## config.mk

```make
export PLATFORM = sky130hd
export DESIGN_NAME = byte_entry_ctrl
export DESIGN_NICKNAME = d
export VERILOG_FILES = /design/src/rtl/byte_entry_ctrl_pkg.sv /design/src/rtl/byte_entry_ctrl_btn_debounce.sv /design/src/rtl/byte_entry_ctrl.sv
export SDC_FILE = /design/constraint.sdc
export NUM_CORES = 1
export LEC_CHECK = 0
export BUFFER_PORTS_ARGS = -buffer_cell sky130_fd_sc_hd__buf_2
export CAP_MARGIN = 5
export CORE_AREA = 10 10 53 55
export DETAILED_ROUTE_END_ITERATION = 6
export DIE_AREA = 0 0 63 65
export GPL_TIMING_DRIVEN = 0
export HOLD_SLACK_MARGIN = 0.06
export PLACE_DENSITY_LB_ADDON = 0.25
export RECOVER_POWER = 100
export SYNTH_ARGS = -nofsm -noshare
export SYNTH_HDL_FRONTEND = slang
export SYNTH_SLANG_ARGS = --single-unit
```

## constraint.sdc

```tcl
create_clock -name clk -period 1.6 [get_ports clk]
set_input_delay 0.32 -clock clk [delete_from_list [all_inputs] [get_ports clk]]
set_output_delay 0.32 -clock clk [all_outputs]
set_load 0.005 [all_outputs]
```

## src/rtl/byte_entry_ctrl_pkg.sv

```systemverilog
// Shared types and constants for the byte entry controller.
package byte_entry_ctrl_pkg;

    // Entry FSM state encoding
    typedef enum logic [1:0] {
        LOAD_LO = 2'b00,
        LOAD_HI = 2'b01,
        OFFER   = 2'b10
    } entry_state_t;

    // Default number of stable synchronized cycles for debounce acceptance
    localparam int unsigned DEBOUNCE_CYCLES_DEFAULT = 16;

endpackage : byte_entry_ctrl_pkg

```

## src/rtl/byte_entry_ctrl_btn_debounce.sv

```systemverilog
// Push-button conditioner: 2-flop synchronizer, counter debouncer and
// rising-edge detector producing a one-cycle press pulse.
module btn_debounce #(
    parameter int unsigned DEBOUNCE_CYCLES = 16
) (
    input  logic clk,
    input  logic rst_n,
    input  logic btn_raw,
    output logic press
);

    localparam int unsigned CW = (DEBOUNCE_CYCLES > 1) ? $clog2(DEBOUNCE_CYCLES) : 1;
    localparam logic [CW-1:0] CNT_MAX = CW'(DEBOUNCE_CYCLES - 1);

    logic          sync_a;
    logic          sync_b;
    logic          level;
    logic [CW-1:0] cnt;

    // Bring the asynchronous button into the clock domain
    always_ff @(posedge clk or negedge rst_n) begin
        if (!rst_n) begin
            sync_a <= 1'b0;
            sync_b <= 1'b0;
        end else begin
            sync_a <= btn_raw;
            sync_b <= sync_a;
        end
    end

    // Accept a level change only after it has been stable long enough;
    // the press pulse is registered alongside the 0->1 level update
    always_ff @(posedge clk or negedge rst_n) begin
        if (!rst_n) begin
            level <= 1'b0;
            cnt   <= '0;
            press <= 1'b0;
        end else begin
            press <= 1'b0;
            if (sync_b == level) begin
                cnt <= '0;
            end else if (cnt == CNT_MAX) begin
                level <= sync_b;
                cnt   <= '0;
                press <= sync_b;
            end else begin
                cnt <= cnt + 1'b1;
            end
        end
    end

endmodule : btn_debounce

```

## src/rtl/byte_entry_ctrl.sv

```systemverilog
// Two-press nibble entry from DIP switches into a byte offered downstream
// with a valid/ready handshake and a sticky overrun flag.
module byte_entry_ctrl
    import byte_entry_ctrl_pkg::*;
#(
    parameter int unsigned DEBOUNCE_CYCLES = DEBOUNCE_CYCLES_DEFAULT
) (
    input  logic       clk,
    input  logic       rst_n,
    input  logic [3:0] dip_switch,
    input  logic       shift_btn,
    input  logic       cs,
    input  logic       byte_ready,
    input  logic       overrun_clr,
    output logic [7:0] byte_out,
    output logic       byte_valid,
    output logic       phase_hi,
    output logic       overrun
);

    entry_state_t state;
    logic         press;

    btn_debounce #(
        .DEBOUNCE_CYCLES(DEBOUNCE_CYCLES)
    ) u_btn_debounce (
        .clk    (clk),
        .rst_n  (rst_n),
        .btn_raw(shift_btn),
        .press  (press)
    );

    // Entry FSM with registered outputs; a press while a byte is pending
    // sets overrun, which takes priority over a same-cycle clear
    always_ff @(posedge clk or negedge rst_n) begin
        if (!rst_n) begin
            state      <= LOAD_LO;
            byte_out   <= 8'h00;
            byte_valid <= 1'b0;
            phase_hi   <= 1'b0;
            overrun    <= 1'b0;
        end else begin
            if (overrun_clr) begin
                overrun <= 1'b0;
            end
            unique case (state)
                LOAD_LO: begin
                    if (press && !cs) begin
                        byte_out[3:0] <= dip_switch;
                        state         <= LOAD_HI;
                        phase_hi      <= 1'b1;
                    end
                end
                LOAD_HI: begin
                    if (cs) begin
                        state    <= LOAD_LO;
                        phase_hi <= 1'b0;
                    end else if (press) begin
                        byte_out[7:4] <= dip_switch;
                        state         <= OFFER;
                        phase_hi      <= 1'b0;
                        byte_valid    <= 1'b1;
                    end
                end
                OFFER: begin
                    if (press) begin
                        overrun <= 1'b1;
                    end
                    if (byte_ready) begin
                        state      <= LOAD_LO;
                        byte_valid <= 1'b0;
                    end
                end
                default: begin
                    state      <= LOAD_LO;
                    phase_hi   <= 1'b0;
                    byte_valid <= 1'b0;
                end
            endcase
        end
    end

endmodule : byte_entry_ctrl

```

==> impl_metrics.py, run 1 <==
metrics = {
    "status": {
        "status": "complete, no violations",
    },
    "placement": {
        "placed_area_um2": 1000,
        "place_congestion": 0.710,
        "dpl.hpwl_um": 1150,
        "io_buffer_count": 20,
    },
    "sta": {
        "fin_skew_ns": 0.00123,
        "worst_slew_margin_rel_pct": 66.5,
        "finalCriticalPeriod_ns": 1.45,
        "period_share_pct": 90.8,
        "finalSetupViolCount": 0,
        "slew_violations": 0,
        "fin_tns_setup_ns": 0,
        "finalHoldViolations": 0,
        "rsz0062_at_grt": "false",
        "fmax_mhz": 688,
        "worstMarginPinSlew_ns": 0.502,
    },
    "final_layout": {
        "diodes": 0,
        "syn_to_final_growth_pct": 16.2,
        "regArea_um2": 526,
        "drive_gt1_share_pct": 21.6,
        "nets": 100,
        "finalInstanceArea_mm2": 0.00101,
        "multiInputGateArea_um2": 295,
        "fillers": 165,
    },
    "global_routing": {
        "grt_usage_pct": 8.14,
        "grt_pass1_wl_um": 2680,
        "antenna_found_initial": 0,
        "grt_max_degree": 22,
        "grt_pass1_vias": 602,
        "grt_overflow": 0,
    },
    "setup_path": {
        "critical_path_class": "flop to flop",
        "arrival_ns": 1.65,
        "crit_buf_inv": 1,
        "reg2reg_to": "byte_out[0]$_DFFE_PN0P_",
        "r2r_cells": 3,
        "r2r-start": "state[0]$_DFFE_PN0P_",
        "critPathCaptureType": "flop",
        "cpLargestDelayFamily": "simple AND/OR/NAND/NOR gates",
        "slowest_delay_ns": 0.42,
        "cpMaxStageDelayCell": "nor4b_4",
        "critPathMaxFanout": 8,
        "crit_required_ns": 1.80,
        "start_kind": "flop",
        "rrSetupSlack_ns": 0.15,
        "cp_cell_sequence": "buf_2, nor4b_4, mux2_2",
    },
    "synthesis": {
        "netlist_area_um2": 866,
        "syn-num-nets": 74,
        "ys_seq_area_share_pct": 60.7,
        "netlist_instances": 63,
        "yosysUniqueCellTypes": 24,
        "yosysWarnings": 0,
        "ys_ff_latch": 21,
        "avgSynthCellArea_um2": 13.7,
    },
    "drt": {
        "num_vias": 562,
        "wl_per_cell_um": 13.2,
        "drtIter0Drc": 31,
        "wirelength_um": 1520,
        "routed_via_density": 4.89,
        "first_pass_iters": 4,
        "antenna_left": 0,
        "drc_errors": 0,
    },
    "clocking": {
        "clkTransAtPathRegs_ns": 0.10,
        "cts.sinks": 21,
        "clock_latency_ns": 0.30,
        "cts_tree": "yes",
        "clock_path_buffers": 2,
        "root_buffer": "clkbuf_4",
        "cts_setup_buffers": 0,
        "numCtsBuffers": 3,
        "htreeDepth": 1,
    },
    "min_path": {
        "hold_depth": 1,
        "min_from": "shift_btn",
        "min-delay-path-class": "input port to flop",
        "min_to": "u_btn_debounce.sync_a$_DFF_PN0_",
    },
    "pwr": {
        "peakVddDrop_uv": 500,
        "leakagePower_nw": 0.484,
        "p_clk_share_pct": 29.6,
        "switching_share_pct": 21.7,
        "pwr-share-seq_pct": 65.3,
        "switchingPower_mw": 0.182,
        "combPwrFrac_pct": 5.1,
        "internal_power_mw": 0.655,
        "power_density_mw_per_mm2": 832,
        "power_mw": 0.837,
    },
    "floorplan": {
        "rows": 16,
        "fp.dieH_um": 65,
        "die_area_mm2": 0.00410,
        "core_mm2": 0.00186,
        "die_x_um": 63,
        "io_pins": 21,
        "start_util_pct": 46.5,
    },
    "job": {
        "max_cap_violations": 0,
    },
}
[metrics by stage]
step	utilization [%]	setup slack [ns]	cells	hold WS, ns
floorplan	-	0.268	63	0.0244
global placement	53.7	0.165	110	0.299
detailed placement	53.7	0.141	110	0.301
CTS	55.6	0.123	115	0.105
global route	54.0	0.0772	115	0.0989
finish	54.0	0.147	115	0.113
[what timing repair did]
item / 4_1_cts / 5_1_grt
gates resized for setup: 0 / 0
hold buffers: 1 / 0
hold endpoints to repair: 21 / 0
[cell usage in the layout, fill, tap and decap left out]
cell | Yosys | layout
nor3_1 | 1 | 1
ha_1 | 1 | 1
clkbuf_2 | 0 | 1
nand3b_1 | 2 | 2
nor3b_1 | 3 | 3
dfrtp_1 | 21 | 21
clkbuf_4 | 0 | 3
buf_6 | 1 | 1
xnor2_1 | 3 | 3
inv_1 | 3 | 3
o21ai_0 | 4 | 4
buf_2 | 1 | 10
nand4b_1 | 1 | 1
or2_1 | 1 | 1
clkbuf_1 | 0 | 11
mux2_2 | 3 | 3
a31oi_1 | 1 | 1
nor4b_4 | 1 | 1
nand3_1 | 1 | 1
nand2_1 | 1 | 1
and3_1 | 1 | 1
dlygate4sd3_1 | 0 | 1
a21oi_1 | 3 | 3
nor2_1 | 2 | 3
mux2_1 | 2 | 6
nor2b_1 | 1 | 1
[flip-flops by register name (all words and copies together), names as in the netlist]
register,cells
u_btn_debounce.sync_a,1
phase_hi,1
byte_out,8
state,2
u_btn_debounce.sync_b,1
overrun,1
u_btn_debounce.press,1
u_btn_debounce.cnt,4
byte_valid,1
u_btn_debounce.level,1
[cell families (layout without fill, tap and decap cells)]
logic type               count (synthesis)  count (layout)  share of synthesized area [%]
flip-flops                              21              21                           60.7
XOR/XNOR                                 3               3                           3.04
AND/OR/NAND/NOR                         16              16                           13.4
buffers and inverters                    5              30                           3.18
adder cells (fa/ha/maj)                  1               1                           1.44
AO/OA/AOI/OAI                            8               8                           4.77
multiplexers                             9               9                           13.4
[power by group through the flow]
stage          Sequential, mW  Combinational (mW)  Clock (mW)
2_1_floorplan           0.555              0.0157           0
3_3_place_gp            0.556              0.0411           0
3_5_place_dp            0.557              0.0428           0
4_1_cts                 0.546              0.0449       0.259
5_1_grt                 0.548              0.0489       0.287
6_report                0.546              0.0427       0.248
[cell usage after synthesis]
cell	instances	area, µm²
a21oi_1	3	15.0
a31oi_1	1	6.26
and3_1	1	6.26
buf_2	1	5.00
buf_6	1	11.3
dfrtp_1	21	526
ha_1	1	12.5
inv_1	3	11.3
mux2_1	2	22.5
mux2_2	3	33.8
mux2_4	4	60.1
nand2_1	1	3.75
nand3_1	1	5.00
nand3b_1	2	15.0
nand4b_1	1	8.76
nor2_1	2	7.51
nor2_2	1	6.26
nor2b_1	1	6.26
nor3_1	1	5.00
nor3b_1	3	22.5
nor4b_4	1	23.8
o21ai_0	4	20.0
or2_1	1	6.26
xnor2_1	3	26.3
[layout make-up]
cell class / instances / share of cell area [%]
Inverter: 3 / 1.12
Tap cell: 27 / 3.36
Multi-Input combinational cell: 37 / 29.4
Timing Repair Buffer: 21 / 9.70
Sequential cell: 21 / 52.2
Clock buffer: 4 / 2.61
Buffer: 2 / 1.62
[worst max path at each step]
stage                    startpoint                      end  slack [ns]  cells past startpoint
2_1_floorplan  state[0]$_DFFE_PN0P_  byte_out[0]$_DFFE_PN0P_        0.27                      3
3_3_place_gp   state[0]$_DFFE_PN0P_  byte_out[3]$_DFFE_PN0P_        0.16                      3
3_5_place_dp   state[0]$_DFFE_PN0P_  byte_out[0]$_DFFE_PN0P_        0.14                      3
4_1_cts        state[0]$_DFFE_PN0P_  byte_out[0]$_DFFE_PN0P_        0.12                      3
5_1_grt        state[0]$_DFFE_PN0P_  byte_out[3]$_DFFE_PN0P_        0.08                      3
6_report       state[0]$_DFFE_PN0P_  byte_out[0]$_DFFE_PN0P_        0.15                      3
[per-layer routing]
layer	wire length (µm)	part of all wire, %	GRT usage, %
met5	0	0	0
met2	673	44	12.2
met4	45	3.0	5.87
met3	90	5.9	3.26
met1	710	47	9.27
Note: power is estimated with default switching activity, not from simulation.
==> run 2: changes to the inputs <==
- BUFFER_PORTS_ARGS: -buffer_cell sky130_fd_sc_hd__buf_2 -> default
- CORE_AREA: 10 10 53 55 -> 10 10 52 54
- DIE_AREA: 0 0 63 65 -> 0 0 62 64
- DONT_BUFFER_PORTS: default -> 1
==> run 2 against run 1 <==
Effect of this change:
- critical endpoint is now byte_out[2]$_DFFE_PN0P_
- worst hold slack lost 0.026 ns
- critical path depth is the same
- global-route usage shrank 1.0 points
- critical path type unchanged
- clock skew grew 0.00091 ns
- non-clock buffer count shrank 19
- first-iteration DRC count shrank 71%
- final cell count shrank 18%
==> impl_metrics.py, run 2 (same netlist as run 1, synthesis figures left out) <==
metrics = {
    "global_routing": {
        "grt_pass1_vias": 497,
        "antenna_found_initial": 0,
        "grt_usage_pct": 7.11,
        "grt_pass1_wl_um": 2240,
        "grt_overflow": 0,
        "grt_max_degree": 22,
    },
    "pwr": {
        "leakagePower_nw": 0.435,
        "power_density_mw_per_mm2": 885,
        "internal_power_mw": 0.649,
        "combPwrFrac_pct": 3.9,
        "switchingPower_mw": 0.171,
        "power_mw": 0.819,
        "peakVddDrop_uv": 706,
        "switching_share_pct": 20.8,
        "pwr-share-seq_pct": 66.7,
        "p_clk_share_pct": 29.4,
    },
    "final_layout": {
        "nets": 81,
        "utilization_pct": 54.2,
        "finalInstanceArea_um2": 926,
        "largest_reg_flops": 8,
        "drive_gt1_share_pct": 13.0,
        "reg.largest.list": "byte_out (8), u_btn_debounce.cnt (4), state (2)",
        "fillers": 141,
        "final_cell_mix": "dfrtp_1, mux2_1, o21ai_0",
        "layout_commonest_cell": "dfrtp_1",
        "top_register": "byte_out",
        "syn_to_final_growth_pct": 6.94,
        "diodes": 0,
    },
    "min_path": {
        "min-delay-path-class": "input port to flop",
    },
    "sta": {
        "hold-worst-slack_ns": 0.0867,
        "finalSetupViolCount": 0,
        "finalCriticalPeriod_ns": 1.43,
        "finalHoldViolations": 0,
        "period_share_pct": 89.6,
        "worstMarginPinSlew_ns": 0.942,
        "fmax_mhz": 698,
        "fin_skew_ns": 0.00214,
        "rsz0062_at_grt": "false",
        "worst_slew_margin_rel_pct": 37.0,
        "fin_tns_setup_ns": 0,
        "slew_violations": 0,
    },
    "drt": {
        "routed_via_density": 5.20,
        "wirelength_um": 1460,
        "num_vias": 489,
        "drtIter0Drc": 9,
        "antenna_left": 0,
        "wl_per_cell_um": 15.6,
        "first_pass_iters": 4,
        "drc_errors": 0,
    },
    "floorplan": {
        "core_mm2": 0.00171,
        "start_util_pct": 50.7,
        "die_area_mm2": 0.00397,
        "rows": 15,
        "fp.dieH_um": 64,
        "io_pins": 21,
        "die_x_um": 62,
    },
    "clocking": {
        "root_buffer": "clkbuf_4",
        "numCtsBuffers": 3,
        "cts-resized-gates": 0,
        "clkTransAtPathRegs_ns": 0.11,
        "htreeDepth": 1,
        "clock_path_buffers": 2,
        "cts.sinks": 21,
        "cts_tree": "yes",
        "clock_latency_ns": 0.28,
    },
    "setup_path": {
        "crit_buf_inv": 1,
        "critical_path_class": "flop to flop",
        "rrSetupSlack_ns": 0.17,
        "cpLargestDelayFamily": "simple AND/OR/NAND/NOR gates",
        "cpMaxStageDelayCell": "nor4b_4",
        "crit_required_ns": 1.77,
        "cp_cell_sequence": "buf_2, nor4b_4, mux2_1",
        "critPathMaxFanout": 8,
        "slowest_delay_ns": 0.42,
        "critPathCaptureType": "flop",
        "arrival_ns": 1.61,
        "start_kind": "flop",
    },
    "placement": {
        "placed_area_um2": 897,
        "dpl.hpwl_um": 1120,
        "io_buffer_count": 0,
        "place_congestion": 0.659,
    },
    "status": {
        "status": "complete, no violations",
    },
    "job": {
        "max_cap_violations": 0,
    },
}
run 2: cell count changes in the layout (fill, tap and decap cells not counted):
cell / previous run / this run
clkbuf_2: 1 / 0
clkbuf_1: 11 / 1
buf_2: 10 / 1
dlygate4sd3_1: 1 / 2
run 2: worst register-to-register path, delay by kind of cell, from the launching register on:
kind                   cells  cell delay (ns)
buffers and inverters      1             0.17
DFF                        1             0.37
muxes                      1             0.37
and+or+nand+nor            1             0.42
run 2: timing repair:
item / CTS / global route
setup endpoints to repair: 0 / 0
hold buffers: 2 / 0
buffers inserted: 0 / 0
endpoints found under the hold margin: 22 / 0
run 2: cell type report:
| cell class | instances | area, µm² | area share, % |
|---|---|---|---|
| Sequential cell | 21 | 526 | 56.8 |
| Multi-Input combinational cell | 37 | 295 | 31.9 |
| Tap cell | 25 | 31.3 | 3.38 |
| Buffer | 2 | 16.3 | 1.76 |
| Clock buffer | 4 | 26.3 | 2.84 |
| Timing Repair Buffer | 2 | 20.0 | 2.16 |
| Inverter | 3 | 11.3 | 1.22 |
run 2: per-layer routing:
metal	part of all wire (%)	vias to the layer above	global-route usage [%]	wire, µm
met1	43	241	7.57	627
met3	8.4	2	3.75	123
met4	0.41	0	0.838	6
met5	0	-	0	0
li1	-	234	-	-
met2	48	12	12.3	705
run 2: stage by stage:
stage	worst slack [ns]	std cells
final	0.166	94
after global routing	0.0884	94
after CTS	0.126	94
after detailed placement	0.145	88
after global placement	0.172	88
after floorplan	0.268	63
run 2: power groups by stage:
stage	sequential [mW]	combinational, mW	clock, mW
after CTS	0.547	0.0335	0.250
after global routing	0.548	0.0363	0.276
after floorplan	0.555	0.0157	0
final	0.547	0.0319	0.241
after global placement	0.557	0.0174	0
after detailed placement	0.557	0.0191	0
run 2: final timing paths:
path / cells after the start / endpoint / start
max reg2reg: 3 / byte_out[2]$_DFFE_PN0P_ / state[0]$_DFFE_PN0P_
min reg2reg: 0 / u_btn_debounce.sync_b$_DFF_PN0_ / u_btn_debounce.sync_a$_DFF_PN0_
max: 3 / byte_out[2]$_DFFE_PN0P_ / state[0]$_DFFE_PN0P_
min: 1 / state[0]$_DFFE_PN0P_ / cs
max in group asynchronous: 1 / u_btn_debounce.sync_b$_DFF_PN0_ / rst_n
min in group asynchronous: 1 / phase_hi$_DFFE_PN0P_ / rst_n
==> run 3: changes to the inputs <==
- CORE_AREA: 10 10 52 54 -> 10 10 58 60
- DIE_AREA: 0 0 62 64 -> 0 0 68 70
- RECOVER_POWER: 100 -> default
==> run 3 against run 2 <==
Effect of this change:
- die area up 20%
- setup slack worse by 0.034 ns
- clock power up 6%
- combinational power up 4%
- core utilization down 13 points
- wire length up 4.2%
- cell area up 3.6%
- power up 1.9%
- non-clock buffer count up 1
- critical endpoint is now byte_out[3]$_DFFE_PN0P_
- highest routed layer is now met3
==> impl_metrics.py, run 3 (same netlist as run 1, synthesis figures left out) <==
metrics = {
    "drt": {
        "num_vias": 495,
        "wl_per_cell_um": 15.3,
        "antenna_left": 0,
        "first_pass_iters": 4,
        "drc_errors": 0,
        "routed_via_density": 4.95,
        "drtIter0Drc": 15,
        "wirelength_um": 1530,
    },
    "floorplan": {
        "io_pins": 21,
        "core_mm2": 0.00234,
        "rows": 18,
        "die_area_mm2": 0.00476,
        "die_x_um": 68,
        "start_util_pct": 37.0,
        "fp.dieH_um": 70,
    },
    "final_layout": {
        "nets": 82,
        "diodes": 0,
        "syn_to_final_growth_pct": 10.8,
        "reg.largest.list": "byte_out (8), u_btn_debounce.cnt (4), state (2)",
        "largest_reg_flops": 8,
        "top_register": "byte_out",
        "fillers": 237,
        "layout_commonest_cell": "dfrtp_1",
        "drive_gt1_share_pct": 20.0,
        "final_cell_mix": "dfrtp_1, o21ai_0, mux2_4",
    },
    "placement": {
        "pre_cts_ws_ns": 0.114,
        "place_congestion": 0.669,
        "dpl.hpwl_um": 1110,
        "io_buffer_count": 0,
    },
    "pwr": {
        "peakVddDrop_uv": 791,
        "leakagePower_nw": 0.438,
        "p_clk_share_pct": 30.6,
        "switchingPower_mw": 0.184,
        "internal_power_mw": 0.651,
        "power_density_mw_per_mm2": 870,
        "pwr-share-seq_pct": 65.5,
        "switching_share_pct": 22.0,
        "combPwrFrac_pct": 4.0,
    },
    "sta": {
        "worstMarginPinSlew_ns": 0.948,
        "finalCriticalPeriod_ns": 1.47,
        "finalHoldViolations": 0,
        "fmax_mhz": 681,
        "fin_tns_setup_ns": 0,
        "slew_violations": 0,
        "worst_slew_margin_rel_pct": 36.6,
        "period_share_pct": 91.7,
        "setup_slack_ns": 0.133,
        "fin_skew_ns": 0.00570,
        "finalSetupViolCount": 0,
        "rsz0062_at_grt": "false",
    },
    "clocking": {
        "htreeDepth": 1,
        "clkTransAtPathRegs_ns": 0.12,
        "cts_setup_buffers": 0,
        "root_buffer": "clkbuf_4",
        "cts-resized-gates": 0,
        "cts.sinks": 21,
        "clock_latency_ns": 0.30,
        "clock_path_buffers": 2,
        "numCtsBuffers": 3,
        "cts_tree": "yes",
    },
    "setup_path": {
        "arrival_ns": 1.66,
        "critical_path_class": "flop to flop",
        "critPathMaxFanout": 8,
        "crit_required_ns": 1.80,
        "critPathCaptureType": "flop",
        "start_kind": "flop",
    },
    "global_routing": {
        "grt_pass1_wl_um": 2500,
        "antenna_found_initial": 0,
        "grt_overflow": 0,
        "grt_usage_pct": 6.67,
        "grt_max_degree": 22,
        "grt_pass1_vias": 492,
    },
    "min_path": {
        "min-delay-path-class": "input port to flop",
    },
    "status": {
        "status": "complete, no violations",
    },
    "job": {
        "max_cap_violations": 0,
    },
}
## run 3: area by class of cell
type / instances / area (µm²) / share of cell area, %
plain buffers: 2 / 16.3 / 1.69
clock buffers: 4 / 26.3 / 2.74
inverters: 3 / 11.3 / 1.17
multi-input cells: 37 / 313 / 32.6
flip-flops and latches: 21 / 526 / 54.8
well taps: 30 / 37.5 / 3.91
repair buffers: 3 / 30.0 / 3.13
## run 3: metal layers
layer	vias up	routed length [µm]	track usage (%)	share of wire, %
li1	232	-	-	-
met1	242	653	7.74	43
met2	21	697	10.1	46
met3	0	174	4.63	11
met4	0	0	0.671	0
met5	-	0	0	0
## run 3: final timing paths
check                      depth (start not counted)  slack (ns)                            start                              end
min in group asynchronous                          1        0.60                            rst_n                overrun$_DFF_PN0_
setup / recovery                                   3        0.13             state[0]$_DFFE_PN0P_          byte_out[3]$_DFFE_PN0P_
hold / removal                                     1        0.10                      overrun_clr                overrun$_DFF_PN0_
max in group asynchronous                          1        0.43                            rst_n          byte_out[0]$_DFFE_PN0P_
setup reg to reg                                   3        0.13             state[0]$_DFFE_PN0P_          byte_out[3]$_DFFE_PN0P_
hold reg to reg                                    0        0.36  u_btn_debounce.sync_a$_DFF_PN0_  u_btn_debounce.sync_b$_DFF_PN0_
## run 3: through the flow
step / total power, mW / instance area (µm²) / hold WS (ns) / utilization, % / cells
after floorplan: 0.571 / 866 / 0.0244 / - / 63
after global placement: 0.574 / 903 / 0.0252 / 38.6 / 93
after detailed placement: 0.575 / 903 / 0.0252 / 38.6 / 93
after CTS: 0.847 / 950 / 0.0622 / 40.5 / 99
after global routing: 0.881 / 960 / 0.0796 / 41.0 / 100
final: 0.835 / 960 / 0.101 / 41.0 / 100
## run 3: repair_timing
item	CTS	global route
hold buffers	2	1
endpoints found under the hold margin	22	1
endpoints found under the setup margin	0	0
## run 3: worst max-delay path, stage by stage (launching register included)
cell,delay (ns)
dfrtp_1,0.37
buf_2,0.17
nor4b_4,0.44
mux2_2,0.38
## run 3: power by group through the flow
stage	logic [mW]	registers (mW)	clock network, mW
4_1_cts	0.0325	0.547	0.268
5_1_grt	0.0383	0.548	0.295
2_1_floorplan	0.0157	0.555	0
3_5_place_dp	0.0179	0.557	0
3_3_place_gp	0.0175	0.556	0
6_report	0.0332	0.547	0.255
